File: src/rtl/value_match_classifier.sv
// value_match_classifier
// Two-stage priority classifier. Stage 1 captures the per-entry equality
// vector of an accepted value against a programmable constant table.
// Stage 2 encodes it into hit / lowest-index / multiple-match results.
// A saturating counter tallies delivered results that matched two or more
// entries. Ready/valid handshakes on both sides; at most two values in flight.
module value_match_classifier #(
  parameter int WIDTH       = 32,
  parameter int NUM_ENTRIES = 12,
  parameter int IDX_W       = 4,
  parameter int CNT_W       = 16
) (
  input  logic             clk,
  input  logic             rst_n,
  input  logic             cfg_we,
  input  logic [IDX_W-1:0] cfg_addr,
  input  logic [WIDTH-1:0] cfg_data,
  input  logic             in_valid,
  output logic             in_ready,
  input  logic [WIDTH-1:0] in_value,
  output logic             out_valid,
  input  logic             out_ready,
  output logic             out_hit,
  output logic [IDX_W-1:0] out_index,
  output logic             out_multi,
  output logic [CNT_W-1:0] multi_count
);

  // Match constant table; each entry resets to its own index plus one.
  logic [WIDTH-1:0]       entry_reg [NUM_ENTRIES];

  // Equality of the incoming value against every entry (pre-write contents).
  logic [NUM_ENTRIES-1:0] match_vec;

  // Stage 1: captured match vector.
  logic                   s1_valid;
  logic [NUM_ENTRIES-1:0] s1_vec;

  // Pipeline control.
  logic                   accept;
  logic                   s2_advance;

  // Stage 2 encoder results (combinational from stage 1).
  logic                   enc_hit;
  logic [IDX_W-1:0]       enc_idx;
  logic                   enc_multi;

  // Stage 2 may load when it is empty or its current result is being taken.
  assign s2_advance = !out_valid || out_ready;
  // Stage 1 frees up when empty or when it moves into stage 2 this edge.
  assign in_ready   = !s1_valid || s2_advance;
  assign accept     = in_valid && in_ready;

  // One comparator per table entry.
  for (genvar gi = 0; gi < NUM_ENTRIES; gi++) begin : g_match
    assign match_vec[gi] = (in_value == entry_reg[gi]);
  end

  // Table storage: reset to 1..NUM_ENTRIES, out-of-range write addresses
  // decode to no entry and are therefore ignored.
  always_ff @(posedge clk or negedge rst_n) begin
    if (!rst_n) begin
      for (int i = 0; i < NUM_ENTRIES; i++) begin
        entry_reg[i] <= WIDTH'(i + 1);
      end
    end else begin
      for (int i = 0; i < NUM_ENTRIES; i++) begin
        if (cfg_we && (cfg_addr == IDX_W'(i))) begin
          entry_reg[i] <= cfg_data;
        end
      end
    end
  end

  // Stage 1 register: capture the match vector on an input handshake; the
  // slot stays occupied while stage 2 is stalled.
  always_ff @(posedge clk or negedge rst_n) begin
    if (!rst_n) begin
      s1_valid <= 1'b0;
      s1_vec   <= '0;
    end else begin
      s1_valid <= accept || (s1_valid && !s2_advance);
      if (accept) begin
        s1_vec <= match_vec;
      end
    end
  end

  // Priority encoder: scanning downwards leaves the lowest set index. Two or
  // more bits set is detected by clearing the lowest set bit.
  always_comb begin
    enc_hit   = |s1_vec;
    enc_idx   = '0;
    enc_multi = |(s1_vec & (s1_vec - NUM_ENTRIES'(1)));
    for (int i = NUM_ENTRIES - 1; i >= 0; i--) begin
      if (s1_vec[i]) begin
        enc_idx = IDX_W'(i);
      end
    end
  end

  // Stage 2 register: result outputs hold while the consumer stalls; an
  // empty stage presents all-zero results.
  always_ff @(posedge clk or negedge rst_n) begin
    if (!rst_n) begin
      out_valid <= 1'b0;
      out_hit   <= 1'b0;
      out_index <= '0;
      out_multi <= 1'b0;
    end else if (s2_advance) begin
      out_valid <= s1_valid;
      out_hit   <= s1_valid && enc_hit;
      out_index <= s1_valid ? enc_idx : '0;
      out_multi <= s1_valid && enc_multi;
    end
  end

  // Saturating count of delivered multiple-match results.
  always_ff @(posedge clk or negedge rst_n) begin
    if (!rst_n) begin
      multi_count <= '0;
    end else if (out_valid && out_ready && out_multi && (multi_count != {CNT_W{1'b1}})) begin
      multi_count <= multi_count + CNT_W'(1);
    end
  end

endmodule

File: config.mk
export PLATFORM = sky130hd
export DESIGN_NAME = value_match_classifier
export DESIGN_NICKNAME = d
export VERILOG_FILES = /design/src/rtl/value_match_classifier.sv
export SDC_FILE = /design/constraint.sdc
export NUM_CORES = 1
export LEC_CHECK = 0
export ABC_AREA = 1
export BUFFER_PORTS_ARGS = -buffer_cell sky130_fd_sc_hd__buf_2
export CAP_MARGIN = 40
export CORE_MARGIN = 2
export CORE_UTILIZATION = 40
export DETAILED_ROUTE_END_ITERATION = 10
export HOLD_SLACK_MARGIN = 0.05
export PLACE_DENSITY_LB_ADDON = 0.15
export SLEW_MARGIN = 20
export SYNTH_ARGS = -nofsm -noshare
export SYNTH_HDL_FRONTEND = slang
export SYNTH_SLANG_ARGS = --single-unit
File: constraint.sdc
create_clock -name clk -period 4.1 [get_ports clk]
set_clock_uncertainty 0.2 [all_clocks]
set_input_delay 0.205 -clock clk [delete_from_list [all_inputs] [get_ports clk]]
set_output_delay 0.205 -clock clk [all_outputs]
set_load 0.03 [all_outputs]
* Yosys cells after proc, flatten, opt, wreduce, memory -nomap -nowiden
Index checks and enable logic that the tools add are counted.
** Word-level totals
- Input bits :: 73
- Logic and storage cells :: 87
- Bits in registers :: 420
- Output and inout bits :: 24
** Operators by class
- Bitwise gates (word level) :: 1
- Reduce and logical (&&, ||, !) cells :: 28
- $add $sub $neg :: 2
- Multiplexer cells :: 13
- Equality and inequality tests :: 24
** Operator list (count)
- $eq 32x32->1 :: 12
- $mux 4 :: 13
- $reduce_or 12->1 :: 2
- $logic_and 1x1->1 :: 19
- $add 16x1->16 const B :: 1
- $eq 4x3->1 const B :: 4
- $eq 4x4->1 const B :: 4
- $ne 16x16->1 const B :: 1
- $and 12x12->12 :: 1
- $sub 12x1->12 const B :: 1
- $eq 4x2->1 const B :: 2
- $eq 4x1->1 const B :: 1
- $logic_not 4->1 :: 1
- $logic_not 1->1 :: 3
- $logic_or 1x1->1 :: 3

* Depth between registers and ports, before layout
Gate-level depths: netlist of the first run.
- Word-level depth :: 13
- Mapped depth :: 13
- Depth with buffers taken out :: 13

* Worst setup path before layout of the first run
No wires, ideal clock.
- Path kind :: flip-flop to flip-flop
- Start :: reg out_valid
- End :: reg s1_vec[8]
- Arrival time :: 1.715 ns
- Required time :: 3.835 ns
- Cell stages (with the launch flop) :: 9
- Library setup time :: 0.065 ns
- Setup slack :: 2.120 ns
- Buffers on the path :: 1
- Cell sequence :: dfrtp_1 nand2_1 inv_2 nand2_1 nand2_1 buf_2 nor4_1 nand3_1 nand2_1
** On the way
- Cells in the longest elaborated chain, start to end :: 4
** RTL lines
- start: declaration :: RTL line 21 : output logic out_valid,
- start signal: assignment :: RTL line 111 : out_valid <= s1_valid;
- $logic_not 1->1 :: RTL line 49 : assign s2_advance = !out_valid || out_ready;
- $logic_or 1x1->1 :: RTL line 49
- $logic_or 1x1->1 :: RTL line 51 : assign in_ready = !s1_valid || s2_advance;
- via in_ready :: RTL line 19 : output logic in_ready,
- $logic_and 1x1->1 :: RTL line 52 : assign accept = in_valid && in_ready;
- end signal: assignment :: RTL line 84 : s1_vec <= match_vec;
- end: declaration :: RTL line 37 : logic [NUM_ENTRIES-1:0] s1_vec;
The timed path passes the listed nets, and every way through them passes these cells.
A chain may end at the register's enable or synchronous reset.

* Worst setup path after layout of the first run
- Start :: reg multi_count[1]
- End :: reg multi_count[6]
** On the way
- Cells in the longest elaborated chain, start to end :: 2
- Elaborated cells between the ends (all ways) :: 3
- Classes of those cells :: add/sub: 1; eq/ne: 1; reduce/logical: 1
** RTL lines
- start: declaration :: RTL line 26 : output logic [CNT_W-1:0] multi_count
- start signal: assignment :: RTL line 123 : multi_count <= multi_count + CNT_W'(1);
- branches (longest 2 deep; another with $add 16x1->16)
Several ways; the timed one is not identified.

==> results of run 1 <==
[metal layers]
| metal | routed length [um] | track usage | vias to the layer above |
|---|---|---|---|
| met1 | 29100 | 0.339 | 7792 |
| li1 | - | - | 7711 |
| met4 | 1320 | 0.0615 | 2 |
| met2 | 28500 | 0.378 | 381 |
| met5 | 13 | 0 | - |
| met3 | 3400 | 0.0337 | 84 |
[worst max-delay path: cells and delay by family, from the launching register on]
kind | cells | cell delay [ps]
AND/OR/NAND/NOR | 5 | 860
flip-flops | 1 | 400
buffers and inverters | 1 | 250
adder cells (fa/ha/maj) | 1 | 210
XOR/XNOR | 1 | 150
[power by group through the flow]
stage | sequential [W] | combinational, W | clock, W
3_3_place_gp | 0.00559 | 0.00224 | 0
4_1_cts | 0.00556 | 0.00233 | 0.00416
2_1_floorplan | 0.00553 | 0.00166 | 0
6_report | 0.00556 | 0.00231 | 0.00408
3_5_place_dp | 0.00562 | 0.00229 | 0
5_1_grt | 0.00567 | 0.00262 | 0.00433
[area by class of cell]
| type | instances | area [um^2] |
|---|---|---|
| antenna | 1 | 2.50 |
| clock buffer | 71 | 1330 |
| clock inverter | 14 | 126 |
| fill | 5103 | 27800 |
| inverter | 126 | 473 |
| multi-input combinational | 1689 | 8910 |
| sequential | 420 | 10500 |
| tap | 680 | 851 |
| timing repair buffer | 154 | 1090 |
[kinds of logic (layout without fill, tap and decap cells)]
kind of cell               after synthesis  in the layout
buffers and inverters                  266            365
AOI/OAI and AO/OA                      422            422
xor gates and xnor gates               316            316
other                                    0              1
and+or+nand+nor                        950            950
DFF                                    420            420
adders and majority gates                1              1
[cells in the mapped netlist, drive strengths merged (27+ instances only)]
cell    instances
inv           125
nand2         596
nor3           65
a21oi          71
dfrtp         398
or2            33
nand3          65
buf            76
xnor2         204
nor2          159
clkbuf         64
xor2          112
o21ai         334
nand4          27
[what timing repair did]
| action | 4_1_cts | 5_1_grt |
|---|---|---|
| endpoints found under the hold margin | 435 | 0 |
| resized for setup | 0 | 0 |
| hold buffers | 38 | 0 |
| setup buffers | 0 | 0 |
[metrics by stage]
stage	util	hold WS [ps]	area [um^2]	worst slack, ps
after floorplan	-	-291	20600	2120
after global placement	0.419	99.2	21400	1700
after detailed placement	0.420	102	21500	1710
after CTS	0.456	62.4	23300	1700
after global routing	0.456	106	23300	1680
final	0.456	61.3	23300	1930
[worst min path at each step]
stage	endpoint	slack [ps]	cells past startpoint
floorplan	entry_reg[0]$_DFFE_PN0P_	-290	0
global placement	entry_reg[228]$_DFFE_PN0P_	100	1
detailed placement	entry_reg[228]$_DFFE_PN0P_	100	1
CTS	entry_reg[65]$_DFFE_PN1P_	60	5
global route	entry_reg[228]$_DFFE_PN0P_	110	2
finish	entry_reg[228]$_DFFE_PN0P_	60	2
==> reports/qor.txt, run 1 <==
Sequential share of the synthesized area: 0.513
RSZ-0062 raised after global routing: no
Clock period minus worst slack: 2170 ps
Most used flip-flop cell after synthesis: dfrtp_1
Combinational family with the most area after synthesis: simple AND/OR/NAND/NOR gates
Vias per inst: 5.06
Post-synthesis compound-gate area fraction: 0.104
Netlist Area Pre-Place: 20600 um^2
Reg2reg end: multi_count[6]$_DFFE_PN0P_
Peak fanout along the critical path: 11
Reported net switching power: 0.00359 W
Fmax: 461 MHz
Area share of the largest cell type after synthesis: 0.485
Longest Clk Path Bufs: 3
Count of cells along the worst register-to-register path: 8
Commonest non-fill, non-tap cell in the layout: nand2_1
Max-slew violation count: 0
Count of nets left with antenna violations after detail routing: 0
Wire length per cell: 19.8 um
Vias post-DR: 16000
Initial antenna violation count: 3
Clock buffers created by TritonCTS: 47
Drt pass-1 iters: 5
Cell-internal power: 0.00837 W
Die width: 231 um
Largest net degree at the start of global routing: 90
Cell Count, Final, Fillers Out: 3155
Nets in the synthesized netlist: 2449
IR drop worst, VDD: 0.346 mV
Number of distinct standard cells referenced by the synthesized netlist: 34
Clock input transition at the sequential cells of the worst setup and hold paths: 60 ps
Mean cell area of the mapped netlist: 8.65 um^2
Layout cell share with drive strength beyond 1: 0.103
Final #Nets: 2512
Final global-route overflow total: 0
Count of routing violations after the opening detailed-route iteration: 1512
Simple-gate share of the synthesized area: 0.194
Measured slew at the worst slew-check pin: 790 ps
Drt total wl: 62300 um
Cell type with the highest aggregate area in the netlist: dfrtp_1
Total Power Consumption: 0.0120 W
DRC violations left: 0
Max reg flops: 384
Vias in the first global route: 15300
Max_slew headroom: 0.472
PD cells: 513 nW/um^2
Number of clock sinks seen by CTS: 420
Global-route total usage across every layer: 0.237
Area enclosed by the die boundary: 53200 um^2
FF-to-FF setup slack: 1930 ps
Most frequent cells in the layout: nand2_1, dfrtp_1, o21ai_0
Share of total power in combinational logic: 0.193
Standard cell with the maximum stage delay on the critical path: dfrtp_1
Max incr delay on CP: 400 ps
Clock latency at the later pin of the worst-skew pair: 580 ps
Hold crit path type: primary input to asynchronous set/reset pin
Placeable core region: 51100 um^2
Most area-consuming cells after synthesis: dfrtp_1, nand2_1, xnor2_1, o21ai_0, xor2_1
Synth Area in XOR/XNOR: 0.135
Die boundary height: 231 um
Share of total power in the clock network: 0.341
CP Launch Point: multi_count[1]$_DFFE_PN0P_
CTS Root Cell: clkbuf_16
Post-detailed-placement half-perimeter wirelength: 42000 um
Number of register bits inferred by synthesis: 420
Max cap viols: 0
First-pass GRT wire length: 95800 um
Post-synthesis mux area share: 0
Placer congestion estimate: 0.855
IO Count: 97
Hold Violations, Final: 0
Final setup violation count: 0
Leakage Power: 10.6 nW
Worst Path Arrival: 2470 ps
Starting Density: 0.402
Number of placed instances, taps included: 3030
Area growth, synth to finish: 13.4%
Crit path launch type: flop
Part of the power in registers: 0.466
Total of warnings raised by yosys: 0
Data required time at the worst endpoint: 4400 ps
Adder and majority cell fraction of the synthesized area: 0.000609
Share of flip-flops with an asynchronous set or reset after synthesis: 1.00
Kind of end point of the critical path: flop
Htree depth: 2
CTS tree: yes
Gate count of the mapped netlist: 2375
Switching Fraction: 0.300
Run status: finished clean
Fin crit share: 0.529
Port bufs: 96
Number of rows created at floorplan: 83
Aggregate negative setup slack: 0 ps
Crit Reg-Reg Startpoint: multi_count[1]$_DFFE_PN0P_
Worst-path cell chain: ha_1 > nand3_1 > nor2_1 > nand3_1 > nand2_1 > inv_1 > nand2_1 > xor2_1
CP Capture Point: multi_count[6]$_DFFE_PN0P_
Worst Setup Path Type: flop to flop
Number of synthesized flops with an enable pin: 0
(Power assumes the default switching activity.)
==> run 2, diff against run 1 <==
==> constraint.sdc (replaced) <==
create_clock -name clk -period 2 [get_ports clk]
set_clock_uncertainty 0.2 [all_clocks]
set_input_delay 0.1 -clock clk [delete_from_list [all_inputs] [get_ports clk]]
set_output_delay 0.1 -clock clk [all_outputs]
set_load 0.03 [all_outputs]
==> run 2 against run 1 <==
Via count rose by 5.7%. Clock power rose by 120%. Global-route usage increased by 1.6 points. Clock-buffer cell count increased by 7. Maximum frequency increased by 11%. Flip-flop and latch count stayed put. Critical path depth fell by 1. Design area is 6.6% higher. Critical endpoint is now s1_vec[0]$_DFFE_PN0P_. Largest cell class unchanged. Highest routed layer is now met4.
==> reports/qor.txt, run 2 (synthesis results as in run 1) <==
Count of nets left with antenna violations after detail routing: 0 (unchanged)
Port bufs: 96 (unchanged)
Number of rows created at floorplan: 83 (unchanged)
Worst-path cell chain: xnor2_1 > nand2_1 > nor3_1 > nand2_1 > nor2_1 > nand3_1 > nand2_1 (was ha_1 > nand3_1 > nor2_1 > nand3_1 > nand2_1 > inv_1 > nand2_1 > xor2_1)
Starting Density: 0.402 (unchanged)
Area enclosed by the die boundary: 53200 um^2 (unchanged)
Htree depth: 2 (unchanged)
Hold Violations, Final: 0 (unchanged)
Placeable core region: 51100 um^2 (unchanged)
Global-route total usage across every layer: 0.253 (was 0.237)
IR drop worst, VDD: 0.593 mV (was 0.346 mV)
CTS Root Cell: clkbuf_16 (unchanged)
Peak fanout along the critical path: 2 (was 11)
Run status: finished clean (unchanged)
Count of buffer and inverter cells on the critical path: 0 (was 1)
Vias post-DR: 16900 (was 16000)
Largest delay contributor family on the critical path: simple AND/OR/NAND/NOR gates (unchanged)
Standard cell with the maximum stage delay on the critical path: nor3_1 (was dfrtp_1)
Vias per inst: 5.15 (was 5.06)
Max reg flops: 384 (unchanged)
First-pass GRT wire length: 102000 um (was 95800 um)
Largest net degree at the start of global routing: 65 (was 90)
Clock period minus worst slack: 1950 ps (was 2170 ps)
Kind of end point of the critical path: flop (unchanged)
Number of clock sinks seen by CTS: 420 (unchanged)
Max-slew violation count: 0 (unchanged)
Hold crit path type: primary input to flop (was primary input to asynchronous set/reset pin)
DRC violations left: 0 (unchanged)
Vias in the first global route: 16100 (was 15300)
Final global-route overflow total: 0 (unchanged)
Post-detailed-placement half-perimeter wirelength: 45300 um (was 42000 um)
Die boundary height: 231 um (unchanged)
Worst-case setup margin in the final layout: 48.7 ps (was 1930 ps)
Drt total wl: 68300 um (was 62300 um)
Area growth, synth to finish: 21.0% (was 13.4%)
Placer congestion estimate: 0.879 (was 0.855)
Commonest non-fill, non-tap cell in the layout: nand2_1 (unchanged)
DP Worst Slack: -11.8 ps (was 1710 ps)
Data required time at the worst endpoint: 2320 ps (was 4400 ps)
CTS tree: yes (unchanged)
Leakage Power: 11.3 nW (was 10.6 nW)
Crit path launch type: flop (unchanged)
Layout cell share with drive strength beyond 1: 0.134 (was 0.103)
Max incr delay on CP: 440 ps (was 400 ps)
Final #Nets: 2639 (was 2512)
Clock buffers created by TritonCTS: 48 (was 47)
Count of routing violations after the opening detailed-route iteration: 1470 (was 1512)
Max cap viols: 0 (unchanged)
Max_slew headroom: 0.507 (was 0.472)
Worst Setup Path Type: flop to flop (unchanged)
Worst Path Arrival: 2270 ps (was 2470 ps)
Count of antenna diodes in the layout: 0 (was 1)
IO Count: 97 (unchanged)
Most frequent cells in the layout: nand2_1, dfrtp_1, o21ai_0 (unchanged)
Measured slew at the worst slew-check pin: 740 ps (was 790 ps)
Longest Clk Path Bufs: 3 (unchanged)
Wire length per cell: 20.8 um (was 19.8 um)
Clock latency at the later pin of the worst-skew pair: 590 ps (was 580 ps)
Die width: 231 um (unchanged)
Drt pass-1 iters: 6 (was 5)
Fin crit share: 0.976 (was 0.529)
Clock input transition at the sequential cells of the worst setup and hold paths: 60 ps (about the same)
RSZ-0062 raised after global routing: no (unchanged)
Final setup violation count: 0 (unchanged)
Post-Place Cell Area: 22100 um^2 (was 21500 um^2)
Fmax: 512 MHz (was 461 MHz)
Initial antenna violation count: 0 (was 3)
Critical Path Most Common Cell: nand2_1
PD cells: 1040 nW/um^2 (was 513 nW/um^2)
Post-route design area: 24900 um^2 (was 23300 um^2)
## run 2: cell count changes in the layout (fill, tap and decap cells not counted), moves of 4 or more
cell / previous run / this run
clkinv_2: 10 / 3
dlygate4sd3_1: 38 / 91
clkbuf_8: 6 / 16
buf_6: 0 / 5
clkbuf_1: 18 / 13
nor2_1: 157 / 153
buf_12: 5 / 18
buf_4: 14 / 67
clkbuf_16: 47 / 52
## run 2: timing repair
| action | in CTS | in global routing |
|---|---|---|
| hold buffers | 97 | 0 |
| setup buffers | 0 | 4 |
| cloned | 0 | 4 |
| gates resized for setup | 2 | 19 |
| endpoints found under the setup margin | 2 | 120 |
| pin swaps | 0 | 7 |
| endpoints found under the hold margin | 826 | 0 |
## run 2: worst min-delay path, stage by stage
cell and delay (ps):
clkbuf_4 160, nand3_4 140, buf_6 250, nand2_1 80, o21ai_1 50
## run 2: per-layer routing
metal	global-route usage	wire, um	part of all wire
met3	0.0337	4250	0.062
met5	0	0	0
met2	0.407	31800	0.47
met1	0.357	30300	0.44
met4	0.0774	1950	0.029
## run 2: worst paths after layout
path / startpoint / endpoint / slack (ps) / cells after the start
setup reg to reg: entry_reg[363]$_DFFE_PN0P_ / s1_vec[0]$_DFFE_PN0P_ / 50 / 7
setup / recovery: entry_reg[363]$_DFFE_PN0P_ / s1_vec[0]$_DFFE_PN0P_ / 50 / 7
min in group asynchronous: rst_n / entry_reg[69]$_DFFE_PN0P_ / 410 / 3
max in group asynchronous: rst_n / entry_reg[89]$_DFFE_PN0P_ / 440 / 4
hold reg to reg: entry_reg[288]$_DFFE_PN1P_ / entry_reg[288]$_DFFE_PN1P_ / 280 / 2
hold / removal: cfg_we / entry_reg[96]$_DFFE_PN1P_ / 20 / 5
## run 2: power breakdown
part | total, W | internal (W) | switching, W
clock network | 0.00917 | 0.00559 | 0.00358
logic | 0.00525 | 0.00234 | 0.00291
registers | 0.0114 | 0.0103 | 0.00117
total | 0.0258 | 0.0182 | 0.00766
## run 2: area by class of cell
type | count | area [um^2]
multi-input cells | 1689 | 8960
flip-flops and latches | 420 | 10500
fillers | 4949 | 26200
inverters | 126 | 475
well taps | 680 | 851
clock buffers | 78 | 1500
repair buffers | 280 | 2400
clock inverters | 8 | 143
## run 2: through the flow
stage               hold WS, ps  setup TNS, ps  cells  power [W]  utilization
finish                     19.8              0   3281     0.0258        0.487
global route               64.5              0   3281     0.0272        0.487
CTS                        50.5              0   3277     0.0260        0.485
detailed placement        -88.5          -32.3   3094     0.0165        0.433
global placement          -81.5          -27.1   3094     0.0164        0.433
floorplan                  -396              0   2375     0.0147            -
